===== src/rtl/scramble_cipher_gen.sv =====
// Word scrambler: control words advance a rolling key, in-range words are enciphered mod MOD.
// Optional saturating drop counter output is enabled with `define SCRAMBLE_DROP_CNT_EN.
module scramble_cipher_gen #(
    parameter int W       = 6,
    parameter int MOD     = 26,
    parameter int KEY_MAX = 25,
    parameter int AW      = W + 3,
    parameter int OFS0    = -21,
    parameter int OFS1    = -42,
    parameter int OFS2    = 7,
    parameter int OFS3    = 28,
    localparam int KW     = $clog2(KEY_MAX + 1)
) (
    input  logic          clock,
    input  logic          reset,
    input  logic [W-1:0]  x_in,
    input  logic          in_valid,
    output logic          in_ready,
    output logic [W-1:0]  x_out,
    output logic          out_valid,
    input  logic          out_ready,
    output logic [KW-1:0] key_out,
`ifdef SCRAMBLE_DROP_CNT_EN
    output logic [W-1:0]  drop_cnt,
`endif
    output logic [3:0]    state_dbg
);

    // Handshakes: a word moves on any rising edge where valid && ready are both high;
    // x_out/out_valid stay stable while out_valid is high and out_ready is low.

    typedef enum logic [3:0] {
        S_RESET   = 4'd0,
        S_DATAIN  = 4'd1,
        S_SPAZIO  = 4'd2,
        S_MUL     = 4'd3,
        S_SOMMA   = 4'd4,
        S_RSUM    = 4'd5,
        S_RSOT    = 4'd6,
        S_COMPL   = 4'd7,
        S_DATAOUT = 4'd8,
        S_HOLD    = 4'd9
    } state_t;

    localparam logic [AW-1:0] MOD_A     = AW'(MOD);
    localparam logic [AW-1:0] WORD_MAX  = AW'((1 << W) - 1);
    localparam logic [KW-1:0] KEY_MAX_K = KW'(KEY_MAX);

    state_t         state;
    logic [W-1:0]   r_in;
    logic [KW-1:0]  key;
    logic [AW-1:0]  acc;
    logic [AW-1:0]  ofs_sel;

    always_comb begin
        ofs_sel = AW'(OFS0);
        case (r_in[3:2])
            2'd0:    ofs_sel = AW'(OFS0);
            2'd1:    ofs_sel = AW'(OFS1);
            2'd2:    ofs_sel = AW'(OFS2);
            default: ofs_sel = AW'(OFS3);
        endcase
    end

    always_ff @(posedge clock or negedge reset) begin
        if (!reset) begin
            state     <= S_RESET;
            r_in      <= '0;
            key       <= '0;
            acc       <= '0;
            x_out     <= '0;
            out_valid <= 1'b0;
            in_ready  <= 1'b0;
`ifdef SCRAMBLE_DROP_CNT_EN
            drop_cnt  <= '0;
`endif
        end else begin
            case (state)
                S_RESET: begin
                    key   <= '0;
                    x_out <= '0;
                    state <= S_DATAIN;
                end
                S_DATAIN: begin
                    if (in_valid && in_ready) begin
                        r_in     <= x_in;
                        in_ready <= 1'b0;
                        state    <= S_SPAZIO;
                    end else begin
                        in_ready <= 1'b1;
                    end
                end
                S_SPAZIO: begin
                    if (r_in == '0 || r_in == '1) begin
                        key   <= (key < KEY_MAX_K) ? key + 1'b1 : '0;
                        acc   <= AW'(r_in);
                        state <= S_DATAOUT;
                    end else if (AW'(r_in) <= MOD_A) begin
                        state <= S_MUL;
                    end else begin
                        state <= S_DATAIN;
`ifdef SCRAMBLE_DROP_CNT_EN
                        if (drop_cnt != '1) drop_cnt <= drop_cnt + 1'b1;
`endif
                    end
                end
                S_MUL: begin
                    acc   <= r_in[0] ? AW'({key, 1'b0}) : AW'(key);
                    state <= S_SOMMA;
                end
                S_SOMMA: begin
                    if (r_in[1]) begin
                        acc   <= AW'(r_in) + acc;
                        state <= S_RSUM;
                    end else begin
                        acc   <= AW'(r_in) - acc;
                        state <= S_RSOT;
                    end
                end
                S_RSUM: begin
                    if (acc > MOD_A) acc <= acc - MOD_A;
                    else state <= S_COMPL;
                end
                // Negative accumulator values read as large unsigned, so one compare catches them.
                S_RSOT: begin
                    if (acc > WORD_MAX) acc <= acc + MOD_A;
                    else state <= S_COMPL;
                end
                S_COMPL: begin
                    acc   <= acc + ofs_sel;
                    state <= S_DATAOUT;
                end
                S_DATAOUT: begin
                    x_out     <= acc[AW-1] ? (W'(0) - acc[W-1:0]) : acc[W-1:0];
                    out_valid <= 1'b1;
                    state     <= S_HOLD;
                end
                S_HOLD: begin
                    if (out_ready) begin
                        out_valid <= 1'b0;
                        state     <= S_DATAIN;
                    end
                end
                default: begin
                    in_ready  <= 1'b0;
                    out_valid <= 1'b0;
                    state     <= S_RESET;
                end
            endcase
        end
    end

    assign key_out   = key;
    assign state_dbg = state;

endmodule


===== config.mk =====
export PLATFORM = sky130hd
export DESIGN_NAME = scramble_cipher_gen
export DESIGN_NICKNAME = d
export VERILOG_FILES = /design/src/rtl/scramble_cipher_gen.sv
export SDC_FILE = /design/constraint.sdc
export NUM_CORES = 1
export LEC_CHECK = 0
export CORE_UTILIZATION = 45
export CTS_CLUSTER_DIAMETER = 60
export DETAILED_ROUTE_END_ITERATION = 6
export SLEW_MARGIN = 20
export SYNTH_ARGS = -nofsm -noshare
export SYNTH_HDL_FRONTEND = slang
export SYNTH_SLANG_ARGS = --single-unit

===== constraint.sdc =====
create_clock -name clock -period 4.7 [get_ports clock]
set_clock_uncertainty 0.15 [all_clocks]
set_input_delay 0.94 -clock clock [delete_from_list [all_inputs] [get_ports clock]]
set_output_delay 0.94 -clock clock [all_outputs]
set_load 0.01 [all_outputs]

==> metrics.log, run 1 <==
[metrics] via count normalized by instance count: 5.83
[metrics] total negative slack: 0 ps
[metrics] number of instances in the synthesized netlist: 387
[metrics] Worst Path Class, Setup: reg2reg
[metrics] total global routing overflow: 0
[metrics] final routed DRC violation total: 0
[metrics] layout-stage area growth over the synthesis result: 12.5%
[metrics] height of the die: 85.7 um
[metrics] number of antenna-violating nets in the routed design: 0
[metrics] number of enable flip-flop cells after synthesis: 0
[metrics] Clock Tree Root: sky130_fd_sc_hd__clkbuf_8
[metrics] die footprint: 7340 um^2
[metrics] biggest fanout along the worst timing path: 14
[metrics] register-to-register path setup slack: 980 ps
[metrics] number of port buffers: 26
[metrics] Reg clk slew, reported paths: 70 ps
[metrics] Max-cap violations: 0
[metrics] depth of the CTS H-tree: 2
[metrics] starting utilization of the core area: 0.464
[metrics] launching instance or port of the critical path: acc[1]$_DFFE_PN0P_
[metrics] count of buffers added by post-CTS timing repair for setup: 0
[metrics] minimum period implied by the final worst setup slack: 3720 ps
[metrics] run status: finished, final reports clean
[metrics] overall routed net length: 8.52 mm
[metrics] hold bufs inserted after CTS: 0
[metrics] worst-path cell with the longest stage delay: sky130_fd_sc_hd__dfrtp_1
[metrics] RSZ-0062 raised after global routing: false
[metrics] Async S/R FF share, synth: 1.00
[metrics] number of nets in the synthesized netlist: 427
[metrics] Mapped Avg Cell Area: 8.14 um^2
[metrics] WP data arrival: 3750 ps
[metrics] RR Endpoint: acc[7]$_DFFE_PN0P_
[metrics] share of Yosys cell area claimed by the top area cell type: 0.254
[metrics] clock buffers created by TritonCTS: 5
[metrics] unique cell type count in the Yosys netlist: 63
[metrics] wire length of the first global-routing pass: 14.0 mm
[metrics] slowest cell delay on critical path: 650 ps
[metrics] most numerous cell types in the synthesized netlist: 36 x sky130_fd_sc_hd__nor2_1, 34 x sky130_fd_sc_hd__a21oi_1, 32 x sky130_fd_sc_hd__dfrtp_1, 32 x sky130_fd_sc_hd__nand2_1, 29 x sky130_fd_sc_hd__ha_1
[metrics] family of cells with the greatest summed delay on the critical path: simple AND/OR/NAND/NOR gates
[metrics] end point of the most critical hold path: x_out[5]$_DFFE_PN0P_
[metrics] fraction of final layout cells sized beyond drive strength 1: 0.0677
[metrics] CTS tree: built
[metrics] worst endpoint required time: 4730 ps
[metrics] total buffers and inverters traversed by the critical path: 1
[metrics] cells traversed along the worst timing path: inv_1, ha_1, and3_1, nor2_1, xnor2_1, ha_1, a21oi_1, nor4b_1, a2111oi_4, xnor2_1, a221o_1, mux2_2
[metrics] Non-Filler Cell Area, Final: 3540 um^2
[metrics] fillers: 674
[metrics] FF+latch count, synth: 32
[metrics] post-detailed-placement half-perimeter wirelength: 6.44 mm
[metrics] core occupancy in the finished layout: 0.522
[metrics] Clock Sinks: 32
[metrics] global routing usage summed across all routing layers: 0.247
[metrics] Resized Gates After CTS: 0
[metrics] Nets: 438
[metrics] R2R Path Start: acc[1]$_DFFE_PN0P_
[metrics] Max Clock Freq: 0.269 GHz
[metrics] crit path launch type: register
[metrics] final weighted congestion of routability-driven global placement: 0.935
[metrics] iteration-0 DRC count of the detailed router: 168
[metrics] placed inst area: 3440 um^2
[metrics] kind of end point of the critical path: register
[metrics] post-synthesis cell type with the largest combined area: sky130_fd_sc_hd__dfrtp_1
[metrics] length in cells of the worst reg-to-reg path: 12
[metrics] origin of the worst min-delay path: x_out[5]$_DFFE_PN0P_
[metrics] initial antenna violation count: 0
[metrics] ys flop type: sky130_fd_sc_hd__dfrtp_1
[metrics] Rel. slew slack: 0.428
[metrics] Antenna Cells: 0
[metrics] I/O pin cnt: 27
[metrics] Least-Margin Pin Slew: 851 ps
[metrics] top-count cell post-synth: sky130_fd_sc_hd__nor2_1
[metrics] Skew-Pair Late Insertion Delay: 290 ps
[metrics] pin count of the biggest net entering global routing: 33
[metrics] period utilisation layout: 0.792
[metrics] synthesis warning total: 0
[metrics] placeable core region: 6790 um^2
[metrics] final slew viol count: 0
[metrics] vias in the first global route: 2733
[metrics] cell area after synthesis: 3150 um^2
[metrics] Cells on Worst Hold Path: 2
[metrics] largest cells by area after synthesis: sky130_fd_sc_hd__dfrtp_1 25%, sky130_fd_sc_hd__ha_1 12%, sky130_fd_sc_hd__xnor2_1 6.1%
[metrics] maximum count of clock buffers along a single path: 2
[metrics] total number of vias: 2884
[metrics] width of the die: 85.7 um
[metrics] detailed-router iteration count before antenna repair: 5
[metrics] num rows: 30
[metrics] Fin. Hold Viols: 0
[metrics] sequential cell area fraction in the yosys report: 0.254
[metrics] DR WL/cell: 17.2 um
[metrics] Hold Crit Class: reg2reg
[metrics] count of final setup violators: 0
==> sequential cells by signal, summed over array words and instances (netlist names) <==
signal,count
key_out,5
x_out,6
r_in,6
in_ready,1
out_valid,1
state_dbg,4
acc,9
==> worst max-delay path by stage <==
| stage | to | slack [ps] | cells after the start |
|---|---|---|---|
| 6_report | acc[7]$_DFFE_PN0P_ | 980 | 12 |
| 5_1_grt | acc[7]$_DFFE_PN0P_ | 640 | 12 |
| 4_1_cts | acc[7]$_DFFE_PN0P_ | 990 | 12 |
| 3_5_place_dp | acc[7]$_DFFE_PN0P_ | 1010 | 12 |
| 3_3_place_gp | acc[7]$_DFFE_PN0P_ | 1110 | 12 |
| 2_1_floorplan | acc[7]$_DFFE_PN0P_ | 1300 | 13 |
==> cell type report <==
cell class	count	area [um^2]	share of cell area
Multi-Input combinational cell	316	2180	0.616
Sequential cell	32	801	0.226
Timing Repair Buffer	28	275	0.0777
Tap cell	96	120	0.0339
Clock buffer	6	72.6	0.0205
Inverter	15	56.3	0.0159
Clock inverter	2	35.0	0.00988
==> worst min-delay path, stage by stage (launching register included) <==
cell and delay [ps]:
sky130_fd_sc_hd__dfrtp_1 340, sky130_fd_sc_hd__nand2_1 40, sky130_fd_sc_hd__o21ai_0 60
==> cells in the final DEF (no fill, tap or decap), types with 3 or more instances in the layout <==
master                            synthesis  final
sky130_fd_sc_hd__clkdlybuf4s50_1          0     26
sky130_fd_sc_hd__mux2i_1                  6      6
sky130_fd_sc_hd__nor2b_1                  4      4
sky130_fd_sc_hd__xor2_1                   5      5
sky130_fd_sc_hd__or3_1                    3      3
sky130_fd_sc_hd__o211ai_1                 4      4
sky130_fd_sc_hd__o21bai_1                 3      3
sky130_fd_sc_hd__a211oi_1                 9      9
sky130_fd_sc_hd__nand3_1                  5      5
sky130_fd_sc_hd__a211o_1                  3      3
sky130_fd_sc_hd__o221ai_1                 3      3
sky130_fd_sc_hd__a21oi_1                 34     34
sky130_fd_sc_hd__or2_2                    4      4
sky130_fd_sc_hd__o31ai_1                  3      3
sky130_fd_sc_hd__mux2_2                   7      7
sky130_fd_sc_hd__clkbuf_8                 0      5
sky130_fd_sc_hd__and2_1                   3      3
sky130_fd_sc_hd__nand2b_1                 7      7
sky130_fd_sc_hd__xnor2_1                 22     22
sky130_fd_sc_hd__o22ai_1                  7      7
sky130_fd_sc_hd__nor3_1                  11     11
sky130_fd_sc_hd__a221oi_1                 3      3
sky130_fd_sc_hd__nand2_1                 32     32
sky130_fd_sc_hd__inv_1                   13     13
sky130_fd_sc_hd__o21ai_0                 28     28
sky130_fd_sc_hd__ha_1                    29     29
sky130_fd_sc_hd__nor2_1                  36     36
sky130_fd_sc_hd__dfrtp_1                 32     32
sky130_fd_sc_hd__o21ai_1                  6      6
==> metal layers <==
metal	GRT usage	share of wire
met5	0	0
met4	0.0803	0.011
met3	0.0452	0.056
met1	0.340	0.47
met2	0.392	0.47
==> stage by stage <==
step	hold slack (ps)	std cells	setup WS, ps
CTS	337	495	986
floorplan	359	387	1300
global route	362	495	643
finish	328	495	979
global placement	310	487	1110
detailed placement	320	487	1010
==> kinds of logic after synthesis <==
logic type,Yosys count,share of synthesized area
buffers and inverters,39,0.0524
xor gates and xnor gates,28,0.0802
and+or+nand+nor,120,0.190
muxes,13,0.0441
AOI/OAI and AO/OA,125,0.258
DFF,32,0.254
adders and majority gates,30,0.122
Power of run 1 is left out: the tool's default activity adds up to more than one toggle a clock period on the data nets, which glitch-free logic cannot reach.
==> run 2: changes to the inputs <==
--- a/config.mk
+++ b/config.mk
@@ -8,6 +8,7 @@
 export CORE_UTILIZATION = 45
 export CTS_CLUSTER_DIAMETER = 60
 export DETAILED_ROUTE_END_ITERATION = 6
+export PLACE_DENSITY = 0.67
 export SLEW_MARGIN = 20
 export SYNTH_ARGS = -nofsm -noshare
 export SYNTH_HDL_FRONTEND = slang
==> constraint.sdc (replaced) <==
create_clock -name clock -period 3.2 [get_ports clock]
set_clock_uncertainty 0.15 [all_clocks]
set_input_delay 0.64 -clock clock [delete_from_list [all_inputs] [get_ports clock]]
set_output_delay 0.64 -clock clock [all_outputs]
set_load 0.01 [all_outputs]
==> run 2 against run 1 <==
  * Sequential share of layout area down 1.3 points
  * Die area unchanged
  * Cell area increased by 6.4%
  * Critical endpoint is now acc[6]$_DFFE_PN0P_
==> metrics.log, run 2 (synthesis results as in run 1) <==
[metrics] leading cell type in the layout, fill and taps excluded: sky130_fd_sc_hd__nor2_1
[metrics] height of the die: 85.7 um (unchanged)
[metrics] via count normalized by instance count: 5.91 (+1.5%)
[metrics] largest register by flop count: acc
[metrics] number of port buffers: 26 (unchanged)
[metrics] count of final setup violators: 0 (unchanged)
[metrics] end point of the most critical hold path: x_out[5]$_DFFE_PN0P_
[metrics] period utilisation layout: 0.956 (+0.165)
[metrics] Cells on Worst Hold Path: 2 (unchanged)
[metrics] Worst Path Class, Setup: reg2reg
[metrics] post-detailed-placement half-perimeter wirelength: 6.66 mm (+3.5%)
[metrics] worst-path cell with the longest stage delay: sky130_fd_sc_hd__dfrtp_2
[metrics] total global routing overflow: 0 (unchanged)
[metrics] worst endpoint required time: 3230 ps (-1500 ps)
[metrics] vias in the first global route: 2842 (+4.0%)
[metrics] Antenna Cells: 0 (unchanged)
[metrics] commonest cells after routing, fill and taps aside: 35 x sky130_fd_sc_hd__nor2_1, 32 x sky130_fd_sc_hd__a21oi_1, 32 x sky130_fd_sc_hd__nand2_1, 31 x sky130_fd_sc_hd__dfrtp_1, 28 x sky130_fd_sc_hd__o21ai_0
[metrics] Hold Crit Class: reg2reg
[metrics] max reg flops: 9 (unchanged)
[metrics] detailed-router iteration count before antenna repair: 5 (unchanged)
[metrics] Clock Tree Root: sky130_fd_sc_hd__clkbuf_8
[metrics] length in cells of the worst reg-to-reg path: 12 (unchanged)
[metrics] total negative slack: 0 ps (unchanged)
[metrics] RR Endpoint: acc[6]$_DFFE_PN0P_
[metrics] core occupancy in the finished layout: 0.555 (+0.0333)
[metrics] wire length of the first global-routing pass: 14.7 mm (+5.0%)
[metrics] number of antenna-violating nets in the routed design: 0 (unchanged)
[metrics] starting utilization of the core area: 0.464 (unchanged)
[metrics] placeable core region: 6790 um^2 (unchanged)
[metrics] origin of the worst min-delay path: x_out[5]$_DFFE_PN0P_
[metrics] final slew viol count: 0 (unchanged)
[metrics] final weighted congestion of routability-driven global placement: 0.965 (+3.2%)
[metrics] WP data arrival: 3090 ps (-660 ps)
[metrics] launching instance or port of the critical path: r_in[3]$_DFFE_PN0P_
[metrics] Placement Setup Slack: 75.1 ps (-931 ps)
[metrics] depth of the CTS H-tree: 2 (unchanged)
[metrics] crit path launch type: register
[metrics] Rel. slew slack: 0.447 (+0.0188)
[metrics] Max-cap violations: 0 (unchanged)
[metrics] run status: finished, final reports clean
[metrics] initial antenna violation count: 0 (unchanged)
[metrics] registers with the highest flip-flop counts: acc (9), r_in (6), x_out (6)
[metrics] clock buffers created by TritonCTS: 5 (unchanged)
[metrics] Nets: 460 (+5.0%)
[metrics] I/O pin cnt: 27 (unchanged)
[metrics] die footprint: 7340 um^2 (unchanged)
[metrics] DR WL/cell: 17.2 um (about the same)
[metrics] Least-Margin Pin Slew: 823 ps (-27.9 ps)
[metrics] overall routed net length: 8.91 mm (+4.5%)
[metrics] maximum count of clock buffers along a single path: 2 (unchanged)
[metrics] Max Clock Freq: 0.327 GHz (+22%)
[metrics] biggest fanout along the worst timing path: 6 (-8)
[metrics] hold bufs inserted after CTS: 0 (unchanged)
[metrics] total number of vias: 3056 (+6.0%)
[metrics] worst-case hold slack: 326 ps (-1.65 ps)
[metrics] register-to-register path setup slack: 140 ps (-840 ps)
[metrics] kind of end point of the critical path: register
[metrics] Skew-Pair Late Insertion Delay: 290 ps (about the same)
[metrics] layout-stage area growth over the synthesis result: 19.7%
[metrics] Clock Sinks: 32 (unchanged)
[metrics] most common cell type on the critical path: sky130_fd_sc_hd__ha_1
[metrics] global routing usage summed across all routing layers: 0.258 (+0.0103)
[metrics] Fin. Hold Viols: 0 (unchanged)
[metrics] pin count of the biggest net entering global routing: 33 (unchanged)
[metrics] num rows: 30 (unchanged)
[metrics] slowest cell delay on critical path: 410 ps (-240 ps)
[metrics] Reg clk slew, reported paths: 70 ps (about the same)
[metrics] width of the die: 85.7 um (unchanged)
[metrics] final routed DRC violation total: 0 (unchanged)
[metrics] iteration-0 DRC count of the detailed router: 140 (-17%)
[metrics] cells traversed along the worst timing path: inv_1, ha_1, or2_2, ha_1, fa_1, a211oi_2, nor2_2, o21a_1, nor2_1, xor2_1, o221ai_1, mux2_2
[metrics] minimum period implied by the final worst setup slack: 3060 ps (-660 ps)
[metrics] final worst-path setup slack: 139 ps (-840 ps)
[metrics] fraction of final layout cells sized beyond drive strength 1: 0.138 (+0.0701)
[metrics] CTS tree: built
[metrics] R2R Path Start: r_in[3]$_DFFE_PN0P_
run 2: cell types whose count changed in the layout (fill, tap and decap cells not counted), moves of 2 or more:
cell	change
sky130_fd_sc_hd__buf_4	+22
sky130_fd_sc_hd__a21oi_2	+2
sky130_fd_sc_hd__ha_1	-2
sky130_fd_sc_hd__a21oi_1	-2
sky130_fd_sc_hd__nor4b_4	+2
run 2: metrics by stage:
stage | area, um^2 | std cells
6_report | 3770 | 517
5_1_grt | 3770 | 517
4_1_cts | 3710 | 515
3_5_place_dp | 3610 | 507
3_3_place_gp | 3610 | 507
2_1_floorplan | 3170 | 387
run 2: critical path: cells and delay by family, from the launching register on:
family | cells | cell delay [ps]
adder cells (fa/ha/maj) | 3 | 820
AO/OA/AOI/OAI | 3 | 530
AND/OR/NAND/NOR | 3 | 510
flip-flops | 1 | 410
multiplexers | 1 | 290
XOR/XNOR | 1 | 160
buffers and inverters | 1 | 70
run 2: area by class of cell:
cell class	count	area, um^2
Fill cell	643	3020
Timing Repair Buffer	50	440
Clock buffer	6	72.6
Clock inverter	2	35.0
Tap cell	96	120
Inverter	15	56.3
Sequential cell	32	802
Multi-Input combinational cell	316	2240
run 2: metal layers:
layer / track usage / part of all wire / vias up
li1: - / - / 1472
met1: 0.359 / 0.47 / 1455
met2: 0.409 / 0.46 / 109
met3: 0.0356 / 0.047 / 20
met4: 0.0894 / 0.024 / 0
met5: 0 / 0 / -
run 2: timing repair:
item | CTS | global route
setup endpoints to repair | 0 | 4
setup buffers | 0 | 2
resized for setup | 0 | 9
run 2: worst max-delay path by stage:
stage | slack (ps) | depth (start not counted) | endpoint
after global routing | -20 | 12 | acc[6]$_DFFE_PN0P_
after CTS | 50 | 12 | acc[8]$_DFFE_PN0P_
after floorplan | 50 | 13 | acc[7]$_DFFE_PN0P_
after detailed placement | 80 | 12 | acc[8]$_DFFE_PN0P_
final | 140 | 12 | acc[6]$_DFFE_PN0P_
after global placement | 170 | 12 | acc[8]$_DFFE_PN0P_
Power of run 2 is left out for the same reason.
==> run 3: changes to the inputs <==
--- a/config.mk
+++ b/config.mk
@@ -9,6 +9,7 @@
 export CTS_CLUSTER_DIAMETER = 60
 export DETAILED_ROUTE_END_ITERATION = 6
 export PLACE_DENSITY = 0.67
+export SKIP_CTS_REPAIR_TIMING = 1
 export SLEW_MARGIN = 20
 export SYNTH_ARGS = -nofsm -noshare
 export SYNTH_HDL_FRONTEND = slang
==> constraint.sdc (replaced) <==
create_clock -name clock -period 2.5 [get_ports clock]
set_clock_uncertainty 0.15 [all_clocks]
set_input_delay 0.5 -clock clock [delete_from_list [all_inputs] [get_ports clock]]
set_output_delay 0.5 -clock clock [all_outputs]
set_load 0.01 [all_outputs]
==> run 3 against run 2 <==
  * The flow now finishes with violations (setup timing)
  * Register-to-register slack got worse by 540 ps
  * Final cell count is 10% higher
  * Die area stayed put
  * Cell area grew 15%
  * Worst hold slack improved by 9.3 ps
  * Highest routed layer unchanged
  * Fmax is 5.5% higher
  * Largest cell class unchanged
  * Via count grew 7.4%
  * Sequential share of layout area decreased by 2.7 points
  * Sequential cell count unchanged
  * Critical path type unchanged
  * Critical path depth is the same
  * Non-clock buffer count rose by 54
  * Core utilization is 8.3 points higher
==> metrics.log, run 3 (synthesis results as in run 1) <==
[metrics] minimum period implied by the final worst setup slack: 2900 ps (-161 ps)
[metrics] violations in the final reports: setup timing
[metrics] global routing usage summed across all routing layers: 0.270 (+0.0122)
[metrics] clock buffers created by TritonCTS: 5 (unchanged)
[metrics] initial antenna violation count: 0 (unchanged)
[metrics] depth of the CTS H-tree: 2 (unchanged)
[metrics] final worst-path setup slack: -400 ps (-539 ps)
[metrics] final routed DRC violation total: 0 (unchanged)
[metrics] num rows: 30 (unchanged)
[metrics] run status: finished with violations
[metrics] end point of the most critical hold path: x_out[3]$_DFFE_PN0P_
[metrics] height of the die: 85.7 um (unchanged)
[metrics] DR WL/cell: 16.8 um (-2.3%)
[metrics] commonest cells after routing, fill and taps aside: 77 x sky130_fd_sc_hd__buf_4, 33 x sky130_fd_sc_hd__nor2_1, 32 x sky130_fd_sc_hd__nand2_1, 30 x sky130_fd_sc_hd__a21oi_1, 30 x sky130_fd_sc_hd__dfrtp_1
[metrics] Max Clock Freq: 0.345 GHz (+5.5%)
[metrics] Worst Path Class, Setup: reg2reg
[metrics] Reg clk slew, reported paths: 80 ps (about the same)
[metrics] total number of vias: 3282 (+7.4%)
[metrics] placeable core region: 6790 um^2 (unchanged)
[metrics] leading cell type in the layout, fill and taps excluded: sky130_fd_sc_hd__buf_4
[metrics] Clock Sinks: 32 (unchanged)
[metrics] fraction of final layout cells sized beyond drive strength 1: 0.295 (+0.157)
[metrics] worst-path cell with the longest stage delay: sky130_fd_sc_hd__dfrtp_1
[metrics] Max-cap violations: 0 (unchanged)
[metrics] Nets: 514 (+12%)
[metrics] vias in the first global route: 3003 (+5.7%)
[metrics] iteration-0 DRC count of the detailed router: 224 (+60%)
[metrics] Hold Crit Class: reg2reg
[metrics] origin of the worst min-delay path: x_out[3]$_DFFE_PN0P_
[metrics] maximum count of clock buffers along a single path: 2 (unchanged)
[metrics] wire length of the first global-routing pass: 15.2 mm (+3.4%)
[metrics] length in cells of the worst reg-to-reg path: 12 (unchanged)
[metrics] crit path launch type: register
[metrics] Least-Margin Pin Slew: 547 ps (-277 ps)
[metrics] kind of end point of the critical path: register
[metrics] overall routed net length: 9.62 mm (+7.9%)
[metrics] Placement Setup Slack: -466 ps (-541 ps)
[metrics] layout-stage area growth over the synthesis result: 37.5%
[metrics] worst endpoint required time: 2540 ps (-690 ps)
[metrics] most common cell type on the critical path: sky130_fd_sc_hd__ha_4
[metrics] post-detailed-placement half-perimeter wirelength: 7.25 mm (+8.8%)
[metrics] via count normalized by instance count: 5.75 (-2.8%)
[metrics] RR Endpoint: acc[6]$_DFFE_PN0P_
[metrics] Antenna Cells: 0 (unchanged)
[metrics] Fin. Hold Viols: 0 (unchanged)
[metrics] total global routing overflow: 0 (unchanged)
[metrics] final weighted congestion of routability-driven global placement: 0.931 (-3.6%)
[metrics] family of cells with the greatest summed delay on the critical path: adder cells
[metrics] die footprint: 7340 um^2 (unchanged)
[metrics] starting utilization of the core area: 0.464 (unchanged)
[metrics] CTS tree: built
[metrics] Clock Tree Root: sky130_fd_sc_hd__clkbuf_8
[metrics] count of final setup violators: 6 (+6)
[metrics] core occupancy in the finished layout: 0.638 (+0.0825)
[metrics] largest register by flop count: acc
[metrics] period utilisation layout: 1.16 (+0.204)
[metrics] RSZ-0062 raised after global routing: true
[metrics] slowest cell delay on critical path: 420 ps (about the same)
[metrics] total buffers and inverters traversed by the critical path: 1 (unchanged)
[metrics] final slew viol count: 0 (unchanged)
[metrics] register-to-register path setup slack: -400 ps (-540 ps)
[metrics] registers with the highest flip-flop counts: acc (9), r_in (6), x_out (6)
[metrics] cells traversed along the worst timing path: inv_2, ha_4, or2_4, ha_4, fa_2, a211oi_2, nor2_2, o21a_1, nor2_1, xor2_1, o221ai_1, mux2_4
[metrics] pin count of the biggest net entering global routing: 33 (unchanged)
[metrics] WP data arrival: 2940 ps (-150 ps)
[metrics] Non-Filler Cell Area, Final: 4330 um^2 (+15%)
[metrics] Cells on Worst Hold Path: 2 (unchanged)
[metrics] Rel. slew slack: 0.633 (+0.186)
[metrics] R2R Path Start: r_in[3]$_DFFE_PN0P_
[metrics] Skew-Pair Late Insertion Delay: 290 ps (about the same)
[metrics] max reg flops: 9 (unchanged)
[metrics] number of antenna-violating nets in the routed design: 0 (unchanged)
[metrics] biggest fanout along the worst timing path: 4 (-2)
[metrics] I/O pin cnt: 27 (unchanged)
[metrics] placed inst area: 4060 um^2 (+13%)
[metrics] number of port buffers: 26 (unchanged)
[metrics] width of the die: 85.7 um (unchanged)
[metrics] detailed-router iteration count before antenna repair: 5 (unchanged)
[metrics] worst-case hold slack: 336 ps (+9.30 ps)
run 3: how the worst max path moves through the flow:
stage	startpoint	to	depth (start not counted)	slack, ps
6_report	r_in[3]$_DFFE_PN0P_	acc[6]$_DFFE_PN0P_	12	-400
5_1_grt	r_in[3]$_DFFE_PN0P_	acc[6]$_DFFE_PN0P_	12	-500
4_1_cts	r_in[3]$_DFFE_PN0P_	acc[8]$_DFFE_PN0P_	12	-480
3_5_place_dp	r_in[3]$_DFFE_PN0P_	acc[8]$_DFFE_PN0P_	12	-470
3_3_place_gp	r_in[3]$_DFFE_PN0P_	acc[8]$_DFFE_PN0P_	12	-410
2_1_floorplan	acc[1]$_DFFE_PN0P_	acc[7]$_DFFE_PN0P_	13	-430
run 3: worst reg2reg max path, delay by kind of cell (launching register included):
kind | cells | cell delay, ps
buffers and inverters | 1 | 80
multiplexers | 1 | 280
AO/OA/AOI/OAI | 3 | 570
flip-flops | 1 | 420
XOR/XNOR | 1 | 160
AND/OR/NAND/NOR | 3 | 440
adder cells (fa/ha/maj) | 3 | 710
run 3: final cells by class:
class	count	area, um^2
Fill cell	580	2460
Tap cell	96	120
Clock inverter	1	30.0
Sequential cell	32	803
Clock buffer	7	96.3
Inverter	15	58.8
Multi-Input combinational cell	316	2370
Timing Repair Buffer	104	850
run 3: routing by layer:
metal | vias up | wire length [um] | track usage
met2 | 99 | 4540 | 0.441
met5 | - | 0 | 0
met3 | 18 | 518 | 0.0346
met1 | 1581 | 4330 | 0.366
met4 | 0 | 224 | 0.0955
li1 | 1584 | - | -
run 3: through the flow:
stage / setup TNS [ps] / cells
final: -1540 / 571
after global routing: -2320 / 571
after CTS: -1960 / 568
after detailed placement: -1730 / 560
after global placement: -1380 / 560
after floorplan: -1100 / 387
Power of run 3 is left out for the same reason.
==> RTL edit 1 (config.mk and constraints of run 1) <==
`W`: 6 -> 5.
--- a/src/rtl/scramble_cipher_gen.sv
+++ b/src/rtl/scramble_cipher_gen.sv
@@ -1,7 +1,7 @@
 // Word scrambler: control words advance a rolling key, in-range words are enciphered mod MOD.
 // Optional saturating drop counter output is enabled with `define SCRAMBLE_DROP_CNT_EN.
 module scramble_cipher_gen #(
-    parameter int W       = 6,
+    parameter int W       = 5,
     parameter int MOD     = 26,
     parameter int KEY_MAX = 25,
     parameter int AW      = W + 3,
Interface: changed (resized x_in and x_out); port bits go from 27 to 25. The function was not compared with the original's and may differ.
==> RTL edit 1 against run 1 <==
  * Synthesized area down 11%
  * Setup slack better by 0.54 ns
  * Largest cell class unchanged
  * Design area down 12%
  * Critical path depth down 1
  * Highest routed layer unchanged
  * Sequential cell count down 3
  * Wire length down 11%
  * Via count down 8.8%
Power is not shown: default switching activity piles up to over one toggle a cycle in this logic, so the estimate is an artifact.
==> RTL edit 1: results (changes against run 1) <==
syn-num-nets: 369  # was 427
multi_input_area_um2: 1920  # was 2180 um^2
placedCellCount: 413  # was 487
drive_above_1_share: 0.0607  # was 0.0677
multi_input_cells: 270  # was 316
worstMarginPinSlew_ns: 0.927  # was 0.851 ns
status: "complete, no violations"  # unchanged
synth-compound-area-share: 0.271  # was 0.258
grt_pass1_vias: 2326  # was 2733
pre_cts_slack_ns: 1.60  # was 1.01 ns
synth_area_leaders: "dfrtp_1 (26%), ha_1 (12%), a21oi_1 (4.7%)"  # was dfrtp_1 (25%), ha_1 (12%), xnor2_1 (6.1%)
synthMuxAreaShare: 0.0538  # was 0.0441
ys_seq_area_frac: 0.260  # was 0.254
multi_input_area_share: 0.616  # about the same
synth_xor_xnor_area_share: 0.0628  # was 0.0802
vias_per_cell: 6.25  # was 5.83
grt_max_degree: 30  # was 33
nonClkBufAreaFrac: 0.0793  # was 0.0777
drt_iter0_drc: 128  # was 168
dp_hpwl_um: 5640  # was 6440 um
nets: 381  # was 438
routedWlPerCell_um: 18.0  # was 17.2 um
clkCellAreaFrac: 0.0256  # was 0.0304
io_buffers: 24  # was 26
synth.distinct_cells: 62  # was 63
nonClockBufferCount: 25  # was 28
inverters: 14  # was 15
grt_pass1_wl_um: 12300  # was 14000 um
fill_cells: 570  # was 674
crit_arrival_ns: 3.16  # was 3.75 ns
area_delta_synth_final_pct: 12.0  # was 12.5%
RTL edit 1: metal layers:
metal	vias up	GRT usage	wire length, um
met5	-	0	0
met4	0	0.0607	87
met3	9	0.0416	469
met2	108	0.389	3410
met1	1247	0.359	3610
li1	1266	-	-
RTL edit 1: worst paths after layout:
check	cells past startpoint	endpoint	slack (ns)	from
hold reg to reg	2	x_out[3]	0.33	x_out[3]
min in group asynchronous	2	x_out[0]	0.91	reset
hold / removal	2	x_out[3]	0.33	x_out[3]
setup reg to reg	11	acc[6]	1.52	acc[1]
setup / recovery	11	acc[6]	1.52	acc[1]
max in group asynchronous	2	r_in[3]	3.21	reset
RTL edit 1: kinds of logic after synthesis:
kind of cell | after synthesis
AOI/OAI and AO/OA | 115
DFF | 29
adders and majority gates | 27
and+or+nand+nor | 95
muxes | 13
buffers and inverters | 34
xor gates and xnor gates | 20
==> RTL edit 2 (settings of run 1) <==
Made on the original files. Put one more register stage on the output `state_dbg`. The value now appears one clock later. The other outputs are not delayed to match.
--- a/src/rtl/scramble_cipher_gen.sv
+++ b/src/rtl/scramble_cipher_gen.sv
@@ -151,7 +151,9 @@
     end
 
     assign key_out   = key;
-    assign state_dbg = state;
+    always_ff @(posedge clock) begin
+        state_dbg <= state;
+    end
 
 endmodule
 
Check against the original RTL: not equivalent (Yosys sat finds a counterexample within 4 cycles, from zero or initial values and one cycle with reset low).
==> RTL edit 2 against run 1 <==
  * Hold slack better by 0.0029 ns
  * Cell count grew 3.6%
  * Utilization decreased by 0.39 points
  * First-iteration DRC count rose by 49%
  * Wire length grew 4.5%
  * Setup slack lost 0.12 ns
  * Design area up 5.4%
  * Sequential cell count grew 4
  * Synthesized area grew 6.2%
  * Critical path type unchanged
Power is left out: the tool's default activity adds up to more than one toggle a clock period on the data nets, which glitch-free logic cannot reach.
==> RTL edit 2: results (changes against run 1) <==
status: "complete, no violations"  # unchanged
ys_seq_area_frac: 0.263  # was 0.254
grt_use_total: 0.248  # was 0.247
slew_headroom: 0.233  # was 0.428
antenna_found_initial: 0  # unchanged
vias_per_cell: 5.92  # was 5.83
numCtsBuffers: 5  # unchanged
cts_max_level: 2  # unchanged
fill_cells: 717  # was 674
hold_depth: 2  # unchanged
min-delay-path-class: "reg -> reg"  # unchanged
crit_arrival_ns: 3.88  # was 3.75 ns
io_buffers: 26  # unchanged
critPathSlowestCell: "dfrtp_1"  # unchanged
place.gp.congestion: 0.907  # was 0.935
drt_pass1_iterations: 4  # was 5
dp_hpwl_um: 6560  # was 6440 um
nets: 453  # was 438
cts_setup_buffers: 0  # unchanged
cts.path.max_buffers: 2  # unchanged
clk_latency_ns: 0.30
synth_common_cells: "nand2_1 (37), o21ai_0 (35), dfrtp_1 (32), a21oi_1 (31), ha_1 (29)"  # was nor2_1 (36), a21oi_1 (34), dfrtp_1 (32), nand2_1 (32), ha_1 (29)
synth_area_leaders: "dfrtp_1 (24%), ha_1 (11%), xnor2_1 (5.8%)"  # was dfrtp_1 (25%), ha_1 (12%), xnor2_1 (6.1%)
hold_end: "x_out[0]"  # was x_out[5]
grt_pass1_wl_um: 14700  # was 14000 um
r2r-start: "acc[1]"  # unchanged
hold_start: "x_out[0]"  # was x_out[5]
clkTransAtPathRegs_ns: 0.08
synth_xor_xnor_area_share: 0.0759  # was 0.0802
grt_max_degree: 33  # unchanged
synthMuxAreaShare: 0.0606  # was 0.0441
reg2reg_depth: 12  # unchanged
cp_max_fo: 14  # unchanged
r2r_end: "acc[7]"  # unchanged
drive_above_1_share: 0.0845  # was 0.0677
rrSetupSlack_ns: 0.86  # was 0.98 ns
synth-compound-area-share: 0.221  # was 0.258
yosysWarningCount: 0  # unchanged
drt_iter0_drc: 250  # was 168
syn-num-nets: 438  # was 427
cp_slowest_stage_delay_ns: 0.58  # was 0.65 ns
synth.distinct_cells: 69  # was 63
ys.flop_type: "dfrtp_1"  # unchanged
cts_root_buffer: "clkbuf_8"  # unchanged
largest_registers: "acc: 9 flops, r_in: 6 flops, x_out: 6 flops"  # unchanged
synth_fa_ha_area_frac: 0.114  # was 0.122
ctsResizeCount: 0  # unchanged
async_reset_ff_frac: 0.889  # was 1.00
grt_pass1_vias: 2837  # was 2733
num_antenna_cells: 0  # unchanged
wirelength_um: 8900  # was 8520 um
path_delay_family: "simple AND/OR/NAND/NOR gates"  # unchanged
-- RTL edit 2: cell count changes in the layout (fill, tap and decap cells not counted), moves of 5 or more --
| cell | change |
|---|---|
| nor2_1 | -8 |
| o21ai_0 | +7 |
| a31oi_1 | +6 |
| nand2_1 | +5 |
| nor2b_1 | +5 |
| o21ai_1 | -5 |
-- RTL edit 2: layout make-up --
type	instances	area [um^2]	area share
inverter	14	52.6	0.0141
timing repair buffer	30	290	0.0777
tap	99	124	0.0332
clock buffer	5	68.8	0.0184
multi-input combinational	326	2280	0.610
sequential	36	881	0.236
clock inverter	3	42.5	0.0114
-- RTL edit 2: per-stage QoR --
stage / setup WS, ns / instance area (um^2) / utilization / cells / hold slack, ns
4_1_cts: 0.918 / 3740 / 0.518 / 513 / 0.339
3_5_place_dp: 0.963 / 3620 / 0.502 / 505 / 0.320
5_1_grt: 0.554 / 3740 / 0.518 / 513 / 0.355
3_3_place_gp: 1.08 / 3620 / 0.502 / 505 / 0.315
6_report: 0.861 / 3740 / 0.518 / 513 / 0.331
2_1_floorplan: 1.23 / 3350 / - / 398 / 0.218
-- RTL edit 2: worst max-delay path by stage --
| stage | start | end | slack, ns | cells past startpoint |
|---|---|---|---|---|
| floorplan | acc[1] | acc[7] | 1.23 | 13 |
| global placement | acc[1] | acc[7] | 1.08 | 12 |
| detailed placement | acc[1] | acc[7] | 0.96 | 12 |
| CTS | acc[1] | acc[7] | 0.92 | 12 |
| global route | acc[1] | acc[7] | 0.55 | 12 |
| finish | acc[1] | acc[7] | 0.86 | 12 |
-- RTL edit 2: per-layer routing --
metal / vias up / wire length (um) / GRT usage
li1: 1480 / - / -
met1: 1454 / 4200 / 0.344
met2: 85 / 4080 / 0.394
met3: 20 / 407 / 0.0382
met4: 0 / 215 / 0.0806
met5: - / 0 / 0
